### config.mk
export PLATFORM = sky130hd
export DESIGN_NAME = alu_op_sequencer
export DESIGN_NICKNAME = d
export VERILOG_FILES = /design/src/rtl/alu_op_sequencer.sv
export SDC_FILE = /design/constraint.sdc
export NUM_CORES = 1
export LEC_CHECK = 0
export CAP_MARGIN = 20
export CORE_MARGIN = 3
export CORE_UTILIZATION = 44
export CTS_CLUSTER_SIZE = 28
export DETAILED_ROUTE_END_ITERATION = 12
export GPL_TIMING_DRIVEN = 1
export PLACE_DENSITY = 0.85
export SYNTH_ARGS = -nofsm -noshare
export SYNTH_HDL_FRONTEND = slang
export SYNTH_SLANG_ARGS = --single-unit
### constraint.sdc
create_clock -name clk -period 4.5 [get_ports clk]
set_clock_uncertainty 0.15 [all_clocks]
set_input_delay 0.675 -clock clk [delete_from_list [all_inputs] [get_ports clk]]
set_output_delay 0.675 -clock clk [all_outputs]
set_load 0.01 [all_outputs]
### src/rtl/alu_op_sequencer.sv
// Two-port round-robin front end for the shared 5-bit ALU: latches one request,
// holds it on the ALU for a settle window, and returns Y/Y1 to the owning port.
module alu_op_sequencer #(
  parameter int SETTLE_CYCLES = 1
) (
  input  logic        clk,
  input  logic        rst,
  input  logic [1:0]  req_valid,
  output logic [1:0]  req_ready,
  input  logic [9:0]  req_a,
  input  logic [9:0]  req_b,
  input  logic [11:0] req_ctrl,
  input  logic [11:0] req_shift,
  input  logic [31:0] req_imm,
  output logic [4:0]  alu_a,
  output logic [4:0]  alu_b,
  output logic [5:0]  alu_ctrl,
  output logic [5:0]  alu_shift,
  output logic [15:0] alu_imm,
  output logic        alu_busy,
  input  logic [4:0]  alu_y,
  input  logic [4:0]  alu_y1,
  output logic [1:0]  rsp_valid,
  input  logic [1:0]  rsp_ready,
  output logic [4:0]  rsp_y,
  output logic [4:0]  rsp_y1,
  output logic        rsp_err
);

  typedef enum logic [1:0] {
    IDLE = 2'd0,
    EXEC = 2'd1,
    RESP = 2'd2
  } state_t;

  localparam logic [3:0] CNT_LAST = 4'(SETTLE_CYCLES - 1);

  state_t      state_r;
  logic        last_grant_r;
  logic        owner_r;
  logic [3:0]  cnt_r;

  logic [1:0]  grant_s;
  logic        acc_port_s;
  logic        accept_s;
  logic [4:0]  sel_a_s;
  logic [4:0]  sel_b_s;
  logic [5:0]  sel_ctrl_s;
  logic [5:0]  sel_shift_s;
  logic [15:0] sel_imm_s;

  function automatic logic ctrl_legal(input logic [5:0] code);
    case (code)
      6'b000000, 6'b000001, 6'b000010, 6'b000011,
      6'b000100, 6'b000101, 6'b000110,
      6'b001010, 6'b001011: ctrl_legal = 1'b1;
      default:              ctrl_legal = 1'b0;
    endcase
  endfunction

  // Round-robin grant and operand mux for the granted port
  always_comb begin
    grant_s = 2'b00;
    case (req_valid)
      2'b01:   grant_s = 2'b01;
      2'b10:   grant_s = 2'b10;
      2'b11:   grant_s = last_grant_r ? 2'b01 : 2'b10;
      default: grant_s = 2'b00;
    endcase
    acc_port_s = grant_s[1];
    if (acc_port_s) begin
      sel_a_s     = req_a[9:5];
      sel_b_s     = req_b[9:5];
      sel_ctrl_s  = req_ctrl[11:6];
      sel_shift_s = req_shift[11:6];
      sel_imm_s   = req_imm[31:16];
    end else begin
      sel_a_s     = req_a[4:0];
      sel_b_s     = req_b[4:0];
      sel_ctrl_s  = req_ctrl[5:0];
      sel_shift_s = req_shift[5:0];
      sel_imm_s   = req_imm[15:0];
    end
  end

  // Ready is offered only in IDLE; forced low while reset is asserted
  always_comb begin
    if ((state_r == IDLE) && !rst) begin
      req_ready = grant_s;
    end else begin
      req_ready = 2'b00;
    end
    accept_s = |(req_valid & req_ready);
  end

  // Sequencer FSM with registered ALU and response outputs
  always_ff @(posedge clk or posedge rst) begin
    if (rst) begin
      state_r      <= IDLE;
      last_grant_r <= 1'b1;
      owner_r      <= 1'b0;
      cnt_r        <= 4'd0;
      alu_a        <= 5'd0;
      alu_b        <= 5'd0;
      alu_ctrl     <= 6'd0;
      alu_shift    <= 6'd0;
      alu_imm      <= 16'd0;
      alu_busy     <= 1'b0;
      rsp_valid    <= 2'b00;
      rsp_y        <= 5'd0;
      rsp_y1       <= 5'd0;
      rsp_err      <= 1'b0;
    end else begin
      case (state_r)
        IDLE: begin
          if (accept_s) begin
            owner_r      <= acc_port_s;
            last_grant_r <= acc_port_s;
            // Rejected codes never reach the ALU inputs
            if (ctrl_legal(sel_ctrl_s)) begin
              alu_a     <= sel_a_s;
              alu_b     <= sel_b_s;
              alu_ctrl  <= sel_ctrl_s;
              alu_shift <= sel_shift_s;
              alu_imm   <= sel_imm_s;
              alu_busy  <= 1'b1;
              cnt_r     <= 4'd0;
              state_r   <= EXEC;
            end else begin
              rsp_err <= 1'b1;
              rsp_y   <= 5'd0;
              rsp_y1  <= 5'd0;
              state_r <= RESP;
            end
          end
        end
        EXEC: begin
          if (cnt_r == CNT_LAST) begin
            rsp_y    <= alu_y;
            rsp_y1   <= alu_y1;
            rsp_err  <= 1'b0;
            alu_busy <= 1'b0;
            cnt_r    <= 4'd0;
            state_r  <= RESP;
          end else begin
            cnt_r <= cnt_r + 4'd1;
          end
        end
        RESP: begin
          // First RESP cycle raises valid; later cycles wait for the owner's ready
          if (rsp_valid == 2'b00) begin
            rsp_valid <= owner_r ? 2'b10 : 2'b01;
          end else if (rsp_ready[owner_r]) begin
            rsp_valid <= 2'b00;
            state_r   <= IDLE;
          end
        end
        default: begin
          state_r <= IDLE;
        end
      endcase
    end
  end

endmodule

Yosys cells after proc, flatten, opt, wreduce, memory -nomap -nowiden. Memory sizes are Yosys's and may differ from the RTL's. Index checks and enable logic that the tools add are counted.

Memory bits (read-only): 16. Flip-flop bits (word level): 60. Memories kept: 1. Word-level logic and storage cells: 83. Output and inout port bits: 54.

Memories: (no name shown) (depth 16, bits a word 1, read ports 1, clocked after Yosys merged registers in 0, wr ports 0, RTL line 53) `case (code)`.

Reduce and logical (&&, ||, !) cells: 16. Mux-type cells: 38. Bitwise gates (word level): 1. $add $sub $neg: 1. Order comparisons: 1. Equality and inequality tests: 11.

Operators by type and width (count): two-way mux 5 bit (6); one-hot mux 5 bit (2 select lines) (2); two-way mux 2 bit (9); two-way mux 16 bit (1); two-way mux 4 bit (3); two-way mux 6 bit (2); one-hot mux 2 bit (3 select lines) (2); AND reduction 4 bit (3); two-way mux 1 bit (10); != test 2 bit (second input constant) (5); one-hot mux 4 bit (2 select lines) (1); equality test 2 bit (second input constant) (3); zero test 2 bit (3); AND reduction 3 bit (2); adder 4 x 1 -> 4 bit (second input constant) (1); equality test 2 x 1 -> 1 bit (second input constant) (2); zero test 4 bit (1); one-hot mux 1 bit (2 select lines) (2); AND reduction 2 bit (2); nonzero test 2 bit (2); AND 2 bit (1); < comparator 1 x 2 -> 1 bit (second input constant) (1); != test 2 x 1 -> 1 bit (second input constant) (1); OR reduction 2 bit (1); 2 further kinds (2).

Longest topological paths before layout. Gate-level depths: netlist (run 1).

Depth after elaboration: 10. Gate-level depth with buffers: 7. Mapped depth without buffers: 7.

Worst setup path after synthesis (run 1). Ideal clock, no wire load.

Kind: input port to output port. Start: in req_valid[1]. End: out req_ready[1]. Buffers on the path: 2. Stages: 4. Arrival: 1.582 ns. Setup slack: 2.093 ns. Cell sequence: a21boi_2 > buf_2 > buf_2 > and2_1.

Word-level cells in the longest chain between the ends: 3.

RTL lines: start, declared (RTL line 8) `input logic [1:0] req_valid,`; equality test 2 bit or equality test 2 x 1 -> 1 bit (tied branches) (RTL line 64) `case (req_valid)`; one-hot mux 2 bit (3 select lines) * (RTL line 64); two-way mux 2 bit * (RTL line 88) `if ((state_r == IDLE) && !rst) begin`; end, declared (RTL line 9) `output logic [1:0] req_ready,`.

Mark *: on every way between the ends. The rest lies on a longest branch, timed or not.

Worst setup path in the final report (run 1). Same ends and word-level chain as after synthesis.

==> run summary, run 1 <==
outcome: complete, no violations
Synth Cell Area: 0.00307 mm2
Finish-stage setup viols: 0
Post-Layout Cell Count: 474
row cnt: 29
Die Wd: 89.5 um
Cells after Synth: 226
largest net degree at the start of global routing: 38
most frequent cell after synthesis: dfrtp_1
Final WS setup: 1.11 ns
DR DRC count: 0
total CTS buffers: 9
final worst path period share: 75.3%
Worst Path Arrival: 2.56 ns
FF-to-FF setup slack: 1.84 ns
syn nets: 320
initial antenna violation count: 0
CP Capture Type: output pin
deepest clock path buffer count: 2
Crit path depth: 4
Yosys warnings: 0
DP Cell Count: 458
Post-DP HPWL: 5830 um
peak supply drop: 0.321 mV
maximum clock frequency: 295 MHz
leakage power: 2.13 nW
sequential fraction of the synthesis area: 49.0%
IO Count: 146
Die ar.: 0.00801 mm2
most used cell along the critical path: clkdlybuf4s50_1
gr ovfl total: 0
Ant. Diodes: 0
die span in y: 89.5 um
worst relative slew slack: 55.8%
fin util: 72.8%
FF-to-FF path depth: 6
share of layout cells above drive strength 1: 24.1%
final hold violation count: 0
core area: 0.00657 mm2
Yosys top cell by area: dfrtp_1
Pwr per Cell Area: 575 mW/mm2
total negative slack: 0 ns
CP top delay family: buffers and inverters
vias in the first global route: 2396
fill count: 491
fraction of registers with async set/reset: 100%
clk_lat worst skew: 0.32 ns
Starting Density: 46.7%
area of the multi-input gates: 0.00146 mm2
DP Worst Slack: 1.02 ns
Max-cap violations: 0
DR vias: 2347
Worst Path Required: 3.67 ns
Commonest cells post-synth: dfrtp_1 (59), mux2_2 (33), mux2_4 (33)
Hold Path End: alu_ctrl[4]$_DFFE_PP0P_
final slew viol count: 0
synth-to-layout area growth: 55.9%
number of setup buffers added after CTS: 0
most common flop cell mapped by yosys: dfrtp_1
Critical Path Fanout Max: 16
Synth Register Bits: 60
slowest stage cell, crit path: a21boi_4
Seq. cell area: 0.00150 mm2
placed cell area: 0.00458 mm2
end of the worst register-to-register path: alu_imm[10]$_DFFE_PP0P_
Crit path buffers/inverters: 2
DRT Pass-1 Iters: 6
Sink Count: 60
routed len/inst: 16.0 um
post-CTS resize count: 0
r2r startpoint: last_grant_r$_DFFE_PP1P_
number of flops mapped to enable cells by yosys: 0
Post-Route WL: 7570 um
unrepaired setup endpoints after global routing: false
H-tree Lvls: 3
via/cell ratio: 4.95
CTS tree: built
ANT nets after route: 0
Crit Path Class: in2out
post-cts hold buffer count: 0
hold path depth: 1
Root Buffer: clkbuf_8
CP peak stage delay: 0.56 ns
Synth area leaders: dfrtp_1 (48%), mux2_4 (16%), mux2_2 (12%), a22o_1 (2.9%), o21ai_0 (2.8%)
startpoint types: input port
worst hold slack: 0.336 ns
# port buffers: 145
final instance area: 0.00478 mm2
starting DRC count in detailed routing: 61
clock-pin slew on the worst setup and hold paths: 0.06 ns
share of the synthesized area in the top cell type: 48.1%
synth unique cells: 33
Overall Power: 2.75 mW
CP Cell Sequence: clkdlybuf4s50_1 > a21boi_4 > and2_1 > clkdlybuf4s50_1
first-pass GRT wire length: 11500 um
Mean Syn Cell Area: 13.6 um2
Final #Nets: 470
Hold Startpoint: alu_ctrl[4]$_DFFE_PP0P_
RePlAce Congestion: 0.828
Hold Crit Class: reg2reg
Worst-Margin Slew: 0.657 ns
gr usage total: 18.7%
min cycle time layout: 3.39 ns
-- layout by cell type (no fill, tap or decap), types with 2 or more instances in the layout --
| master | netlist | layout |
|---|---|---|
| mux2_4 | 33 | 33 |
| buf_4 | 0 | 2 |
| ha_1 | 2 | 2 |
| mux2_2 | 33 | 33 |
| inv_1 | 4 | 3 |
| nor2_1 | 10 | 10 |
| clkinv_2 | 0 | 2 |
| nor3_1 | 4 | 4 |
| nor2b_1 | 4 | 4 |
| and3_1 | 2 | 2 |
| nand2_1 | 8 | 8 |
| mux2i_1 | 5 | 5 |
| nand2b_1 | 4 | 4 |
| o21ai_0 | 17 | 17 |
| dfrtp_1 | 59 | 59 |
| a21oi_1 | 3 | 3 |
| and2_1 | 4 | 4 |
| clkdlybuf4s50_1 | 0 | 145 |
| a21o_1 | 3 | 3 |
| a22o_1 | 10 | 10 |
| clkbuf_8 | 0 | 11 |
-- logic make-up after synthesis --
logic type | after synthesis | share of synthesized area [%]
fa+ha+maj | 2 | 0.816
simple gates | 40 | 7.06
buf+inv | 13 | 3.75
flops | 60 | 49.0
compound gates | 40 | 9.47
mux | 71 | 29.9
-- power by group --
group | total [mW] | switching [mW] | internal [mW] | leakage, nW
clock | 0.489 | 0.205 | 0.284 | 0.102
combinational | 1.31 | 0.464 | 0.843 | 1.29
sequential | 0.950 | 0.163 | 0.787 | 0.742
total | 2.75 | 0.832 | 1.91 | 2.13
-- registers in the layout, indices dropped and copies added (netlist names), 4 cells and up --
| name | cells |
|---|---|
| alu_imm | 16 |
| alu_ctrl | 6 |
| alu_shift | 6 |
| alu_a | 5 |
| alu_b | 5 |
| rsp_y1 | 5 |
| rsp_y | 5 |
| cnt_r | 4 |
-- cell type report --
class | instances | area share [%]
tap | 93 | 2.43
inverter | 4 | 0.314
multi-input combinational | 153 | 30.5
clock buffer | 12 | 3.25
timing repair buffer | 148 | 31.1
sequential | 60 | 31.4
clock inverter | 4 | 0.995
-- routing by layer --
metal / vias up / wire length [um] / GRT usage, %
met5: - / 0 / 0
met4: 0 / 40 / 5.01
met3: 4 / 634 / 5.07
met2: 94 / 3720 / 31.7
met1: 1127 / 3180 / 23.8
li1: 1122 / - / -
-- how the worst max path moves through the flow --
| stage | start | to | slack, ns |
|---|---|---|---|
| final | req_valid[1] | req_ready[1] | 1.11 |
| after floorplan | req_valid[1] | req_ready[1] | 2.09 |
| after global placement | req_valid[1] | alu_shift[3]$_DFFE_PP0P_ | 1.10 |
| after CTS | req_valid[1] | req_ready[1] | 1.10 |
| after global routing | req_valid[1] | req_ready[1] | 1.01 |
| after detailed placement | req_valid[1] | alu_imm[8]$_DFFE_PP0P_ | 1.02 |
(Power assumes the default switching activity.)
==> run 2: changes to the inputs <==
CORE_UTILIZATION = 37   (was 44)
PLACE_DENSITY = 0.77   (was 0.85)
clock period = 3.1 ns   (was 4.5 ns; I/O delays follow)
==> run 2 against run 1 <==
  * Die area up 18%
  * Largest power group unchanged
  * Sequential share of layout area down 0.11 points
  * Combinational power up 45%
  * Critical endpoint unchanged
==> run summary, run 2 (same netlist as run 1, synthesis figures left out) <==
maximum clock frequency: 370 MHz
min cycle time layout: 2.70 ns
# port buffers: 145
CP peak stage delay: 0.55 ns
unrepaired setup endpoints after global routing: false
Root Buffer: clkbuf_8
Ant. Diodes: 0
Starting Density: 38.9%
Worst-Margin Slew: 0.619 ns
Sink Count: 60
post-CTS resize count: 0
Crit path buffers/inverters: 2
final hold violation count: 0
final instance area: 0.00480 mm2
core area: 0.00789 mm2
DR DRC count: 0
Die ar.: 0.00942 mm2
Finish-stage setup viols: 0
commonest non-fill, non-tap cell in the layout: clkdlybuf4s50_1
worst hold slack: 0.334 ns
peak supply drop: 0.429 mV
startpoint types: input port
Critical Path Fanout Max: 7
total negative slack: 0 ns
DRT Pass-1 Iters: 4
Pwr per Cell Area: 816 mW/mm2
biggest registers after layout: alu_imm: 16 flops, alu_ctrl: 6 flops, alu_shift: 6 flops
ANT nets after route: 0
Biggest register: alu_imm
DR vias: 2362
CP Cell Sequence: clkdlybuf4s50_1 > a21boi_4 > and2_1 > clkdlybuf4s50_1
share of layout cells above drive strength 1: 24.0%
H-tree Lvls: 3
Max-cap violations: 0
most used cell along the critical path: clkdlybuf4s50_1
Final WS setup: 0.396 ns
Post-Route WL: 7730 um
RePlAce Congestion: 0.859
CP top delay family: buffers and inverters
Overall Power: 3.91 mW
most frequent cells in the layout: clkdlybuf4s50_1 (145), dfrtp_1 (59), mux2_2 (33), mux2_4 (33), o21ai_0 (17)
initial antenna violation count: 0
via/cell ratio: 4.87
DP Worst Slack: 0.223 ns
synth-to-layout area growth: 56.4%
vias in the first global route: 2639
die span in y: 97.0 um
Worst Path Arrival: 2.09 ns
Hold Crit Class: reg2reg
gr usage total: 17.2%
final slew viol count: 0
Crit Path Class: in2out
Worst Path Required: 2.48 ns
gr ovfl total: 0
Post-DP HPWL: 5930 um
row cnt: 32
Die Wd: 97.0 um
first-pass GRT wire length: 13200 um
total CTS buffers: 9
leakage power: 2.14 nW
number of setup buffers added after CTS: 0
post-cts hold buffer count: 0
largest net degree at the start of global routing: 37
CP Capture Type: output pin
final worst path period share: 87.2%
slowest stage cell, crit path: clkdlybuf4s50_1
worst relative slew slack: 58.6%
routed len/inst: 15.9 um
Largest register FFs: 16
IO Count: 146
starting DRC count in detailed routing: 56
placed cell area: 0.00462 mm2
CTS tree: built
clock-pin slew on the worst setup and hold paths: 0.05 ns
Final #Nets: 472
outcome: complete, no violations
deepest clock path buffer count: 2
clk_lat worst skew: 0.32 ns
[run 2: cell count changes in the layout (fill, tap and decap cells not counted), sizes merged]
cell | previous run | this run
clkinv | 2 | 1
bufinv | 1 | 0
buf | 3 | 5
clkinvlp | 1 | 0
clkbuf | 12 | 15
[run 2: path summary, 6_finish.rpt]
path | from | endpoint | slack [ns] | cells past startpoint
worst max-delay path | req_valid[1] | req_ready[1] | 0.40 | 4
min in group asynchronous | rst | alu_ctrl[1]$_DFFE_PP0P_ | 0.45 | 2
worst min register to register | alu_ctrl[4]$_DFFE_PP0P_ | alu_ctrl[4]$_DFFE_PP0P_ | 0.33 | 1
worst min-delay path | alu_ctrl[4]$_DFFE_PP0P_ | alu_ctrl[4]$_DFFE_PP0P_ | 0.33 | 1
max in group asynchronous | rst | last_grant_r$_DFFE_PP1P_ | 1.69 | 3
worst max register to register | last_grant_r$_DFFE_PP1P_ | alu_shift[3]$_DFFE_PP0P_ | 0.71 | 6
[run 2: stage by stage]
step                util [%]  std cells
finish                  60.8        485
floorplan                  -        226
detailed placement      58.5        469
global placement        58.5        469
CTS                     60.8        485
global route            60.8        485
[run 2: final cells by class]
class	instances	area [um2]
fillers	633	3090
repair buffers	150	1510
flip-flops and latches	60	1500
multi-input cells	153	1460
clock buffers	15	176
well taps	102	128
inverters	4	15.0
clock inverters	1	5.00
[run 2: worst reg2reg max path, stage by stage, from the launching register on]
cell and delay, ns:
dfstp_2 0.57, a21boi_4 0.10, o211a_1 0.19, nor4_4 0.35
or2_2 0.26, buf_12 0.26, mux2_4 0.38
[run 2: report_power, final]
part	total [mW]	internal [mW]	switching [mW]
Combinational	1.90	1.23	0.667
Sequential	1.38	1.14	0.240
Clock	0.631	0.356	0.275
Total	3.91	2.73	1.18
[run 2: metal layers]
| metal | routed length, um | share of wire [%] | GRT usage [%] |
|---|---|---|---|
| met4 | 82 | 1.1 | 5.72 |
| met1 | 3260 | 42 | 21.8 |
| met3 | 482 | 6.2 | 4.33 |
| met5 | 0 | 0 | 0 |
| met2 | 3900 | 50 | 28.5 |
